## src/rtl/mul4_score_pkg.sv

```systemverilog
// mul4_score_pkg
//   Shared definitions for the 2x2-bit multiplier fitness scorer.
//   - LANES_DEFAULT : default lane count (width of every bit-sliced bus)
//   - state_e       : scorer FSM encoding {IDLE, SCORE, DONE}
//   - exp_prod()    : exact 4-bit product of two 2-bit unsigned operands
package mul4_score_pkg;

  localparam int LANES_DEFAULT = 16;

  typedef enum logic [1:0] {
    IDLE  = 2'd0,
    SCORE = 2'd1,
    DONE  = 2'd2
  } state_e;

  // 3*3 = 9 is the largest product, so four bits hold it without truncation.
  function automatic logic [3:0] exp_prod(input logic [1:0] a, input logic [1:0] b);
    return {2'b00, a} * {2'b00, b};
  endfunction

endpackage

```

## src/rtl/mul4_lane_cmp.sv

```systemverilog
// mul4_lane_cmp
//   Combinational scorer for a single lane: compares a candidate 4-bit product
//   against the exact product of the lane's operands.
//   Ports:
//     a, b       in  2  lane operands
//     y          in  4  candidate product
//     match_cnt  out 3  number of candidate bits equal to the exact product (0..4)
//     exact      out 1  all four bits match
module mul4_lane_cmp
  import mul4_score_pkg::*;
(
  input  logic [1:0] a,
  input  logic [1:0] b,
  input  logic [3:0] y,
  output logic [2:0] match_cnt,
  output logic       exact
);

  logic [3:0] agree;

  assign agree     = ~(exp_prod(a, b) ^ y);
  assign match_cnt = 3'(agree[0]) + 3'(agree[1]) + 3'(agree[2]) + 3'(agree[3]);
  assign exact     = &agree;

endmodule

```

## src/rtl/mul4_fitness_scorer.sv

```systemverilog
// mul4_fitness_scorer
//   Captures one bit-sliced operand/result vector set, walks its lanes
//   LANES_PER_CYCLE at a time, and reports a fitness record over valid/ready.
//   Lane i: a = {a1[i],a0[i]}, b = {b1[i],b0[i]}, y = {y3[i],y2[i],y1[i],y0[i]}.
//
//   Ports:
//     clk, rst             clock; asynchronous active-high reset
//     in_valid / in_ready  vector-set handshake (accepted only in IDLE)
//     a1,a0,b1,b0          bit-sliced operands, LANES wide
//     y3,y2,y1,y0          bit-sliced candidate product, LANES wide
//     out_valid/out_ready  fitness-record handshake (out_ready only matters in DONE)
//     bits_ok              product bits matching the exact product (0..4*LANES)
//     lanes_ok             lanes whose whole product is exact (0..LANES)
//     perfect              bits_ok == 4*LANES
//     mismatch_mask        (only with MUL4_SCORER_MISMATCH_MASK_EN) bit i set when lane i
//                          is not exact
//
//   State | Meaning
//   ------+----------------------------------------------------------
//   IDLE  | ready for a vector set; last record stays on the outputs
//   SCORE | scoring one lane group per cycle from the captured copy
//   DONE  | record valid and frozen until out_ready
module mul4_fitness_scorer
  import mul4_score_pkg::*;
#(
  parameter int LANES           = LANES_DEFAULT,
  parameter int LANES_PER_CYCLE = 1
) (
  input  logic                           clk,
  input  logic                           rst,
  input  logic                           in_valid,
  output logic                           in_ready,
  input  logic [LANES-1:0]               a1,
  input  logic [LANES-1:0]               a0,
  input  logic [LANES-1:0]               b1,
  input  logic [LANES-1:0]               b0,
  input  logic [LANES-1:0]               y3,
  input  logic [LANES-1:0]               y2,
  input  logic [LANES-1:0]               y1,
  input  logic [LANES-1:0]               y0,
  output logic                           out_valid,
  input  logic                           out_ready,
  output logic [$clog2(4*LANES+1)-1:0]   bits_ok,
  output logic [$clog2(LANES+1)-1:0]     lanes_ok,
  output logic                           perfect
`ifdef MUL4_SCORER_MISMATCH_MASK_EN
  ,
  output logic [LANES-1:0]               mismatch_mask
`endif
);

  localparam int BITS_W   = $clog2(4*LANES+1);
  localparam int LANE_W   = $clog2(LANES+1);
  localparam int IDX_W    = (LANES > 1) ? $clog2(LANES) : 1;
  localparam int LAST_IDX = LANES - LANES_PER_CYCLE;

  localparam logic [1:0] S_IDLE  = IDLE;
  localparam logic [1:0] S_SCORE = SCORE;
  localparam logic [1:0] S_DONE  = DONE;

  generate
    if (LANES_PER_CYCLE < 1 || (LANES % LANES_PER_CYCLE) != 0) begin : g_bad_cfg
      $error("mul4_fitness_scorer: LANES_PER_CYCLE must divide LANES");
    end
  endgenerate

  logic [1:0]       state;
  logic [IDX_W-1:0] lane_idx;
  logic [LANES-1:0] cap_a1, cap_a0, cap_b1, cap_b0;
  logic [LANES-1:0] cap_y3, cap_y2, cap_y1, cap_y0;

  logic [IDX_W-1:0] grp_idx   [LANES_PER_CYCLE];
  logic [2:0]       grp_match [LANES_PER_CYCLE];
  logic             grp_exact [LANES_PER_CYCLE];
  logic [BITS_W-1:0] grp_bits;
  logic [LANE_W-1:0] grp_lanes;

  generate
    for (genvar g = 0; g < LANES_PER_CYCLE; g++) begin : g_lane
      assign grp_idx[g] = lane_idx + IDX_W'(g);

      mul4_lane_cmp u_cmp (
        .a         ({cap_a1[grp_idx[g]], cap_a0[grp_idx[g]]}),
        .b         ({cap_b1[grp_idx[g]], cap_b0[grp_idx[g]]}),
        .y         ({cap_y3[grp_idx[g]], cap_y2[grp_idx[g]],
                     cap_y1[grp_idx[g]], cap_y0[grp_idx[g]]}),
        .match_cnt (grp_match[g]),
        .exact     (grp_exact[g])
      );
    end
  endgenerate

  always_comb begin
    grp_bits  = '0;
    grp_lanes = '0;
    for (int k = 0; k < LANES_PER_CYCLE; k++) begin
      grp_bits  = grp_bits + BITS_W'(grp_match[k]);
      grp_lanes = grp_lanes + LANE_W'(grp_exact[k]);
    end
  end

  assign in_ready  = (state == S_IDLE);
  assign out_valid = (state == S_DONE);
  assign perfect   = (bits_ok == BITS_W'(4*LANES));

`ifdef MUL4_SCORER_MISMATCH_MASK_EN
  always_ff @(posedge clk or posedge rst) begin
    if (rst) begin
      mismatch_mask <= '0;
    end else if (state == S_IDLE && in_valid) begin
      mismatch_mask <= '0;
    end else if (state == S_SCORE) begin
      for (int k = 0; k < LANES_PER_CYCLE; k++) begin
        mismatch_mask[grp_idx[k]] <= ~grp_exact[k];
      end
    end
  end
`endif

  always_ff @(posedge clk or posedge rst) begin
    if (rst) begin
      state    <= S_IDLE;
      lane_idx <= '0;
      bits_ok  <= '0;
      lanes_ok <= '0;
      cap_a1   <= '0;
      cap_a0   <= '0;
      cap_b1   <= '0;
      cap_b0   <= '0;
      cap_y3   <= '0;
      cap_y2   <= '0;
      cap_y1   <= '0;
      cap_y0   <= '0;
    end else begin
      case (state)
        S_IDLE: begin
          if (in_valid) begin
            cap_a1   <= a1;
            cap_a0   <= a0;
            cap_b1   <= b1;
            cap_b0   <= b0;
            cap_y3   <= y3;
            cap_y2   <= y2;
            cap_y1   <= y1;
            cap_y0   <= y0;
            bits_ok  <= '0;
            lanes_ok <= '0;
            lane_idx <= '0;
            state    <= S_SCORE;
          end
        end
        S_SCORE: begin
          bits_ok  <= bits_ok + grp_bits;
          lanes_ok <= lanes_ok + grp_lanes;
          if (lane_idx == IDX_W'(LAST_IDX)) begin
            lane_idx <= '0;
            state    <= S_DONE;
          end else begin
            lane_idx <= lane_idx + IDX_W'(LANES_PER_CYCLE);
          end
        end
        S_DONE: begin
          if (out_ready) state <= S_IDLE;
        end
        default: state <= S_IDLE;
      endcase
    end
  end

endmodule

```

## config.mk

```make
export PLATFORM = sky130hd
export DESIGN_NAME = mul4_fitness_scorer
export DESIGN_NICKNAME = d
export VERILOG_FILES = /design/src/rtl/mul4_score_pkg.sv /design/src/rtl/mul4_lane_cmp.sv /design/src/rtl/mul4_fitness_scorer.sv
export SDC_FILE = /design/constraint.sdc
export NUM_CORES = 1
export LEC_CHECK = 0
export ABC_CLOCK_PERIOD_IN_PS = 7800
export CAP_MARGIN = 20
export CORE_MARGIN = 10
export CORE_UTILIZATION = 55
export CTS_BUF_LIST = sky130_fd_sc_hd__clkbuf_16
export DETAILED_ROUTE_END_ITERATION = 6
export GPL_TIMING_DRIVEN = 0
export PLACE_DENSITY = 0.85
export SYNTH_ARGS = -nofsm -noshare
export SYNTH_HDL_FRONTEND = slang
export SYNTH_HIERARCHICAL = 1
export SYNTH_SLANG_ARGS = --single-unit
```

## constraint.sdc

```tcl
create_clock -name clk -period 7.8 [get_ports clk]
set_clock_uncertainty 0.2 [all_clocks]
set_input_delay 1.17 -clock clk [delete_from_list [all_inputs] [get_ports clk]]
set_output_delay 1.17 -clock clk [all_outputs]
set_load 0.005 [all_outputs]
```

==> impl_metrics.ini, run 1 <==
[logic_synthesis]
synthSimpleGateAreaFrac_pct = 24.2
synthTopCellsByArea = dfrtp_1 52%, nand2_1 22%, mux4_2 4.8%
synth-compound-area-share_pct = 6.34
yosysWarnings = 6
synth-edff-count = 0
synth_top_family_by_area = simple AND/OR/NAND/NOR gates
async_reset_ff_share_pct = 100
synth-main-ff-cell = dfrtp_1
ys_seq_area_share_pct = 52.1
synth_adder_area_share_pct = 2.54
syn_area_sq_um = 7010
netlist_instances = 759
synthXorXnorAreaFrac_pct = 0.750
ys_types = 39
synth_top_area_share_pct = 52.1
avgSynthCellArea_sq_um = 9.23
yosys.area.top_type = dfrtp_1
syn_nets = 904
ys_seq_elements = 146
synthMuxAreaShare_pct = 9.91

[die]
pin_count = 147
dieArea_sq_um = 17700
fp.dieW_um = 133
start_util_pct = 55.7
core_area_sq_um = 12600
die_h_um = 133
fp-row-count = 41

[finish]
diodes = 0
final_common_cell = nand2_1
multi_input_area_sq_um = 3060
instances_no_fill = 1109
nNetsFinal = 1070
area_growth_syn_to_layout_pct = 32.3
n_fill_cell = 928
layout_common_cells = 409 x nand2_1, 146 x dfrtp_1, 146 x clkdlybuf4s50_1, 33 x mux2i_1, 21 x buf_2
drive_gt1_share_pct = 8.75
seq_area_sq_um = 3650
final_area_sq_um = 9270

[global_routing]
grt-ovfl-total = 0
grt_pass1_wl_um = 31900
antenna_found_initial = 0
grtUsageTotal_pct = 22.9
grt_max_degree = 75
grt_pass1_vias = 6248

[setup_path]
cp.required_ns = 7.92
crit_start = lane_idx[1]
critPathKind = register to register
cp_max_fo = 10
cp.arrival_ns = 5.36
end_kind = register
worstSetupStartpointType = register
slowest_stage = clkbuf_1
path_common_cell = ha_1
slowest_delay_ns = 0.70
path_cells = buf_6 > clkbuf_1 > mux4_2 > a22oi_1 > nand2_1 > and2_1 > ha_1 > ha_1 > xnor2_1 > fa_1 > ha_1 > ha_1 > inv_1 > fa_1 > nor2b_1 > o21a_1 > o21bai_1 > a22o_1
reg2reg_depth = 18
crit-reg2reg-launch = lane_idx[1]

[clocking]
clock-root-buffer = clkbuf_16
clkLatencyLatePin_ns = 0.44
path_clk_slew_ns = 0.06
cts_setup_buffers = 0
clock-sinks = 146
cts_tree = yes
ctsHoldBuffers = 0
cts_buffers = 17
cts_resized = 0
ctsHtreeMaxLevel = 4
clockBufferDepth = 2

[timing]
setup_tns_ns = 0
slew_violations = 0
finalHoldViolCount = 0
rsz0062_at_grt = false
period_minus_slack_ns = 5.24
maxSlewHeadroom_pct = 40.7
setup_ws_ns = 2.56
worst_pin_slew_ns = 0.889
fmax_mhz = 191
finalCritPeriodShare_pct = 67.2
finalSetupViolCount = 0

[routing]
ant_nets = 0
num_vias = 5913
drc = 0
first_iter_violations = 396
vias_per_cell = 5.33
wl_um = 19500
drt_pass1_iterations = 6
post_drt_wl_per_cell_um = 17.6

[place]
io_buffer_count = 146
dp.cells = 1078
preCtsSetupSlack_ns = 2.64
gp_congestion = 0.809
place_area_sq_um = 8720
dpl.hpwl_um = 14000

[min_path]
hold_path_depth = 1
hold_path_class = register to register
min-delay-start = lanes_ok[4]

[pwr]
max-vdd-ir-drop_v = 0.000258
power.density_nw_per_um2 = 465
total_power_mw = 4.31
leakagePower_nw = 4.59

[flow_run]
drv_cap = 0

[outcome]
status = complete, no violations
## power breakdown
group,switching [mW],internal (mW),total (mW)
registers,0.212,1.13,1.34
logic,1.22,0.984,2.20
clock network,0.311,0.460,0.771
total,1.74,2.57,4.31
## logic make-up (layout without fill, tap and decap cells)
logic type | after synthesis | in the layout
AOI/OAI and AO/OA | 56 | 56
xor gates and xnor gates | 6 | 6
adders and majority gates | 13 | 13
buffers and inverters | 52 | 230
DFF | 146 | 146
muxes | 49 | 49
and+or+nand+nor | 437 | 437
## worst max-delay path: cells and delay by family, from the launching register on
kind | cells | cell delay, ns
simple gates | 3 | 0.42
flops | 1 | 0.39
mux | 1 | 0.44
compound gates | 4 | 0.69
fa+ha+maj | 6 | 1.76
buf+inv | 3 | 0.98
xor+xnor | 1 | 0.23
## flip-flops by register name (all words and copies together) (netlist names), 5 cells and up
| signal | flops |
|---|---|
| cap_y0 | 16 |
| cap_a0 | 16 |
| cap_y3 | 16 |
| cap_y2 | 16 |
| cap_b1 | 16 |
| bits_ok | 7 |
| cap_a1 | 16 |
| cap_y1 | 16 |
| cap_b0 | 16 |
| lanes_ok | 5 |
## cell usage after synthesis (all sizes together) (6+ instances only)
| cell type | number |
|---|---|
| o21ai | 20 |
| clkbuf | 15 |
| dfrtp | 146 |
| nand2 | 409 |
| mux2i | 33 |
| mux4 | 16 |
| inv | 6 |
| buf | 31 |
| a221oi | 16 |
| ha | 11 |
| a22oi | 8 |
| nand3 | 7 |
## cell type report
type	count	share of cell area (%)
Clock inverter	14	1.35
Tap cell	172	2.32
Clock buffer	17	4.59
Inverter	6	0.297
Timing Repair Buffer	147	16.1
Buffer	46	2.89
Multi-Input combinational cell	561	33.1
Sequential cell	146	39.4
## metrics by stage
| stage | util (%) | hold WS [ns] |
|---|---|---|
| 2_1_floorplan | - | 0.237 |
| 3_3_place_gp | 69.1 | 0.252 |
| 3_5_place_dp | 69.3 | 0.260 |
| 4_1_cts | 73.7 | 0.274 |
| 5_1_grt | 73.7 | 0.299 |
| 6_report | 73.7 | 0.270 |
## per-layer routing
| metal | share of wire, % | up-vias | routed length (um) | global-route usage, % |
|---|---|---|---|---|
| li1 | - | 2810 | - | - |
| met1 | 41 | 2856 | 8050 | 27.3 |
| met2 | 49 | 211 | 9520 | 37.8 |
| met3 | 7.3 | 36 | 1420 | 6.89 |
| met4 | 2.6 | 0 | 504 | 9.23 |
| met5 | 0 | - | 0 | 0 |
## worst paths after layout
check,slack [ns],endpoint
max,2.56,bits_ok[4]
min,0.27,lanes_ok[4]
max reg2reg,2.56,bits_ok[4]
min reg2reg,0.27,lanes_ok[4]
max in group asynchronous,5.62,lanes_ok[0]
min in group asynchronous,1.00,cap_b1[11]
No activity file was read; power rests on OpenSTA's default activity.
==> run 2, diff against run 1 <==
--- a/config.mk
+++ b/config.mk
@@ -5,14 +5,14 @@
 export SDC_FILE = /design/constraint.sdc
 export NUM_CORES = 1
 export LEC_CHECK = 0
-export ABC_CLOCK_PERIOD_IN_PS = 7800
+export ABC_CLOCK_PERIOD_IN_PS = 4930
 export CAP_MARGIN = 20
 export CORE_MARGIN = 10
-export CORE_UTILIZATION = 55
+export CORE_UTILIZATION = 51
 export CTS_BUF_LIST = sky130_fd_sc_hd__clkbuf_16
 export DETAILED_ROUTE_END_ITERATION = 6
 export GPL_TIMING_DRIVEN = 0
-export PLACE_DENSITY = 0.85
+export PLACE_DENSITY = 0.8
 export SYNTH_ARGS = -nofsm -noshare
 export SYNTH_HDL_FRONTEND = slang
 export SYNTH_HIERARCHICAL = 1
==> constraint.sdc (replaced) <==
create_clock -name clk -period 4.93 [get_ports clk]
set_clock_uncertainty 0.2 [all_clocks]
set_input_delay 0.7395 -clock clk [delete_from_list [all_inputs] [get_ports clk]]
set_output_delay 0.7395 -clock clk [all_outputs]
set_load 0.005 [all_outputs]
==> run 2 against run 1 <==
Against the previous run: global-route usage fell by 1.1 points; clock power rose by 79%; first-iteration DRC count rose by 14%; design area rose by 2.2%; worst setup slack got worse by 2.3 ns; maximum frequency rose by 11%; via count rose by 1.2%; non-clock buffer count rose by 10; combinational power rose by 70%; largest cell class unchanged; critical endpoint unchanged; count of clock-buffer cells in the layout did not move; worst hold slack improved by 0.0016 ns; flip-flop and latch count did not move.
==> impl_metrics.ini, run 2 (synthesis gave the netlist of run 1 again) <==
[setup_path]
path_cells = buf_6 > buf_12 > mux4_2 > a22oi_1 > nand2_1 > and2_1 > ha_1 > ha_1 > xnor2_2 > fa_1 > ha_1 > ha_1 > inv_1 > fa_2 > nor2b_1 > o21a_1 > o21bai_1 > a22o_1
critPathKind = register to register
end_kind = register
crit-reg2reg-launch = lane_idx[0]
cp.required_ns = 5.05
path_common_cell = ha_1
crit_start = lane_idx[0]
cp_max_fo = 10
cp_top_family = adder cells
slowest_delay_ns = 0.51
cp.arrival_ns = 4.84
worstSetupStartpointType = register
critPathBufInv = 3
slowest_stage = mux4_2

[place]
gp_congestion = 0.822
io_buffer_count = 146
dp.cells = 1082
dpl.hpwl_um = 14200

[pwr]
total_power_mw = 7.23
max-vdd-ir-drop_v = 0.000457
leakagePower_nw = 4.71
power.density_nw_per_um2 = 763

[clocking]
cts_buffers = 17
clock-root-buffer = clkbuf_16
cts_tree = yes
ctsHtreeMaxLevel = 4
path_clk_slew_ns = 0.06
clock-sinks = 146
clockBufferDepth = 2
ctsHoldBuffers = 0
clkLatencyLatePin_ns = 0.43

[routing]
ant_nets = 0
drt_pass1_iterations = 5
drc = 0
post_drt_wl_per_cell_um = 17.8
wl_um = 20000
vias_per_cell = 5.32
first_iter_violations = 451
num_vias = 5984

[timing]
maxSlewHeadroom_pct = 55.7
finalSetupViolCount = 0
finalCritPeriodShare_pct = 95.7
rsz0062_at_grt = false
setup_tns_ns = 0
period_minus_slack_ns = 4.72
hold_slack_ns = 0.271
finalHoldViolCount = 0
slew_violations = 0
worst_pin_slew_ns = 0.665
fmax_mhz = 212

[global_routing]
grt_pass1_vias = 6221
grt_pass1_wl_um = 31600
antenna_found_initial = 1
grt-ovfl-total = 0
grtUsageTotal_pct = 21.7
grt_max_degree = 87

[die]
fp.dieW_um = 137
core_area_sq_um = 13300
die_h_um = 137
fp-row-count = 42
pin_count = 147
start_util_pct = 52.5
dieArea_sq_um = 18800

[finish]
instances_no_fill = 1124
diodes = 0
area_growth_syn_to_layout_pct = 35.2
drive_gt1_share_pct = 10.5
layout_common_cells = 409 x nand2_1, 146 x dfrtp_1, 146 x clkdlybuf4s50_1, 33 x mux2i_1, 20 x buf_2
n_fill_cell = 1041
final_common_cell = nand2_1
nNetsFinal = 1080

[min_path]
min-delay-start = cap_y2[10]
hold_path_class = register to register

[outcome]
status = complete, no violations

[flow_run]
drv_cap = 0
[run 2: cell count changes in the layout (fill, tap and decap cells not counted), moves of 2 or more]
cell / previous run / this run
buf_4: 2 / 12
xnor2_1: 3 / 1
clkinv_2: 3 / 6
xnor2_2: 0 / 2
clkinv_1: 3 / 0
buf_12: 1 / 3
clkinvlp_4: 3 / 1
bufinv_16: 2 / 5
[run 2: metrics by stage]
stage	setup slack [ns]	area, sq um	util, %
finish	0.211	9470	71.0
floorplan	0.0675	7010	-
global route	0.000742	9470	71.0
CTS	0.113	9340	70.0
global placement	-1.86	8690	65.1
detailed placement	-0.232	8720	65.3
[run 2: tightest hold or removal path: stages, from the launching register on]
cell     delay [ns]
dfrtp_1        0.34
nand2_1        0.05
nand2_1        0.05
[run 2: layout make-up]
cell class	instances	area (sq um)	area share, %
Multi-Input combinational cell	561	3090	32.6
Inverter	6	27.5	0.291
Buffer	45	288	3.04
Tap cell	176	220	2.32
Clock inverter	15	199	2.10
Timing Repair Buffer	158	1570	16.6
Sequential cell	146	3650	38.6
Clock buffer	17	425	4.49
[run 2: metal layers]
metal / global-route usage, % / vias to the layer above / part of all wire [%]
li1: - / 2838 / -
met1: 27.4 / 2901 / 43
met2: 35.5 / 212 / 49
met3: 6.26 / 31 / 7.0
met4: 6.73 / 2 / 1.6
met5: 0 / - / 0.065
[run 2: where the power goes]
part	internal, mW	switching [mW]	total (mW)
clock	0.885	0.497	1.38
sequential	1.79	0.335	2.12
combinational	1.71	2.02	3.73
total	4.38	2.85	7.23
[run 2: final timing paths]
path	endpoint	slack, ns	cells past startpoint
max	bits_ok[4]	0.21	18
min	cap_y2[10]	0.27	2
max reg2reg	bits_ok[4]	0.21	18
min reg2reg	cap_y2[10]	0.27	2
max in group asynchronous	cap_y0[9]	3.17	3
min in group asynchronous	cap_a0[9]	0.56	2
[run 2: what timing repair did]
item / CTS / global route
setup endpoints to repair: 4 / 2
setup buffers: 0 / 11
resized for setup: 0 / 11
pin swaps: 0 / 2
==> run 3, diff against run 2 <==
--- a/config.mk
+++ b/config.mk
@@ -5,14 +5,13 @@
 export SDC_FILE = /design/constraint.sdc
 export NUM_CORES = 1
 export LEC_CHECK = 0
-export ABC_CLOCK_PERIOD_IN_PS = 4930
-export CAP_MARGIN = 20
+export ABC_CLOCK_PERIOD_IN_PS = 4050
 export CORE_MARGIN = 10
-export CORE_UTILIZATION = 51
+export CORE_UTILIZATION = 46
 export CTS_BUF_LIST = sky130_fd_sc_hd__clkbuf_16
 export DETAILED_ROUTE_END_ITERATION = 6
 export GPL_TIMING_DRIVEN = 0
-export PLACE_DENSITY = 0.8
+export PLACE_DENSITY = 0.76
 export SYNTH_ARGS = -nofsm -noshare
 export SYNTH_HDL_FRONTEND = slang
 export SYNTH_HIERARCHICAL = 1
==> constraint.sdc (replaced) <==
create_clock -name clk -period 4.05 [get_ports clk]
set_clock_uncertainty 0.2 [all_clocks]
set_input_delay 0.6075 -clock clk [delete_from_list [all_inputs] [get_ports clk]]
set_output_delay 0.6075 -clock clk [all_outputs]
set_load 0.005 [all_outputs]
==> run 3 against run 2 <==
Against the previous run: the flow now finishes with violations (setup timing); sequential power increased by 22%; non-clock buffer count increased by 7; critical path depth unchanged; final cell count increased by 1.6%; register-to-register slack got worse by 0.59 ns; count of clock-buffer cells in the layout unchanged; design area increased by 3.0%; via count decreased by 2.0%; maximum frequency increased by 6.5%; die area increased by 9.2%; worst setup slack got worse by 0.59 ns; critical path type unchanged; largest power group unchanged.
==> impl_metrics.ini, run 3 (synthesis gave the netlist of run 1 again) <==
[outcome]
status = finished, violations left
violations = setup timing

[place]
place_area_sq_um = 8850
io_buffer_count = 146
dpl.hpwl_um = 14400
preCtsSetupSlack_ns = -0.649
gp_congestion = 0.786

[routing]
post_drt_wl_per_cell_um = 17.8
drc = 0
drt_pass1_iterations = 7
wl_um = 20300
first_iter_violations = 385
num_vias = 5865
ant_nets = 0
vias_per_cell = 5.14

[die]
dieArea_sq_um = 20600
core_area_sq_um = 15100
start_util_pct = 46.4
die_h_um = 143
fp-row-count = 45
fp.dieW_um = 143
pin_count = 147

[timing]
fmax_mhz = 226
finalCritPeriodShare_pct = 109
finalHoldViolCount = 0
setup_tns_ns = -1.74
rsz0062_at_grt = true
finalSetupViolCount = 6
hold_slack_ns = 0.233
setup_ws_ns = -0.380
maxSlewHeadroom_pct = 46.7
period_minus_slack_ns = 4.43
slew_violations = 0
worst_pin_slew_ns = 0.799

[global_routing]
grtUsageTotal_pct = 20.3
grt_pass1_wl_um = 32000
grt_max_degree = 44
grt-ovfl-total = 0
grt_pass1_vias = 6162
antenna_found_initial = 2

[finish]
drive_gt1_share_pct = 13.5
final_common_cell = nand2_1
area_growth_syn_to_layout_pct = 39.2
nNetsFinal = 1087
layout_common_cells = 407 x nand2_1, 146 x dfrtp_1, 146 x clkdlybuf4s50_1, 27 x mux2i_1, 19 x buf_2
diodes = 0
final_area_sq_um = 9750

[clocking]
cts_tree = yes
clock-sinks = 146
clockBufferDepth = 2
clkLatencyLatePin_ns = 0.43
ctsHtreeMaxLevel = 4
cts_buffers = 17
clock-root-buffer = clkbuf_16
path_clk_slew_ns = 0.06

[min_path]
hold_path_class = input pin to asynchronous set/reset pin

[setup_path]
path_cells = buf_6 > buf_12 > mux4_2 > a22oi_2 > nand2_2 > and2_4 > ha_4 > ha_4 > xnor2_4 > fa_1 > ha_4 > ha_4 > inv_2 > fa_2 > nor2b_1 > o21a_1 > o21bai_1 > a22o_1
cp.required_ns = 4.16
cp_max_fo = 7
slowest_stage = mux4_2
path_common_cell = ha_4
reg2reg_depth = 18
critPathKind = register to register
worstSetupStartpointType = register
cp.arrival_ns = 4.54
end_kind = register
r2r_slack_ns = -0.38
crit-reg2reg-launch = lane_idx[0]
slowest_delay_ns = 0.53
r2r_end = bits_ok[4]

[pwr]
netSwitchingPower_mw = 3.95
power.internal_mw = 6.26
comb_power_share_pct = 59.5
power.density_nw_per_um2 = 1050
swShare_pct = 38.7
p_clk_share_pct = 15.2
leakagePower_nw = 4.71
pwr-share-seq_pct = 25.4
max-vdd-ir-drop_v = 0.00104

[flow_run]
drv_cap = 0
==> run 3: critical path, delay by kind of cell (launching register included) <==
family                   cells  cell delay [ns]
multiplexers                 1             0.53
flip-flops                   1             0.39
XOR/XNOR                     1             0.13
AND/OR/NAND/NOR              3             0.38
adder cells (fa/ha/maj)      6             1.65
AO/OA/AOI/OAI                4             0.70
buffers and inverters        3             0.36
==> run 3: final cells by class <==
cell class	instances	area, sq um
Multi-Input combinational cell	561	3300
Tap cell	188	235
Fill cell	1200	5340
Sequential cell	146	3650
Inverter	6	26.3
Buffer	46	315
Clock inverter	14	146
Clock buffer	17	425
Timing Repair Buffer	164	1650
==> run 3: metrics by stage <==
stage	utilization, %	cells	total power [mW]
after floorplan	-	759	6.01
after global placement	58.2	1093	7.10
after detailed placement	58.7	1097	7.30
after CTS	63.6	1139	9.64
after global routing	64.6	1142	11.0
final	64.6	1142	10.2
==> run 3: power by group through the flow <==
stage / Clock [mW] / Sequential, mW / Combinational (mW)
2_1_floorplan: 0 / 2.47 / 3.54
3_3_place_gp: 0 / 2.55 / 4.55
3_5_place_dp: 0 / 2.58 / 4.72
4_1_cts: 1.57 / 2.57 / 5.51
5_1_grt: 1.63 / 2.68 / 6.68
6_report: 1.55 / 2.59 / 6.07
==> run 3: worst max path at each step <==
stage	startpoint	end	slack (ns)
6_report	lane_idx[0]	bits_ok[4]	-0.38
5_1_grt	lane_idx[0]	bits_ok[6]	-0.52
4_1_cts	lane_idx[0]	bits_ok[4]	-0.38
3_5_place_dp	lane_idx[1]	bits_ok[4]	-0.65
3_3_place_gp	lane_idx[1]	bits_ok[4]	-0.57
2_1_floorplan	lane_idx[0]	bits_ok[4]	-0.1
==> run 3: timing repair <==
item,in CTS,in global routing
hold buffers,0,0
pin swaps,16,11
endpoints found under the setup margin,6,6
setup buffers,11,3
hold endpoints to repair,0,0
resized for setup,17,29
==> run 3: metal layers <==
layer	vias to the layer above	GRT usage, %	part of all wire (%)
li1	2853	-	-
met1	2810	24.8	42
met2	168	33.6	49
met3	30	6.86	7.1
met4	4	5.64	1.8
met5	-	0	0.10
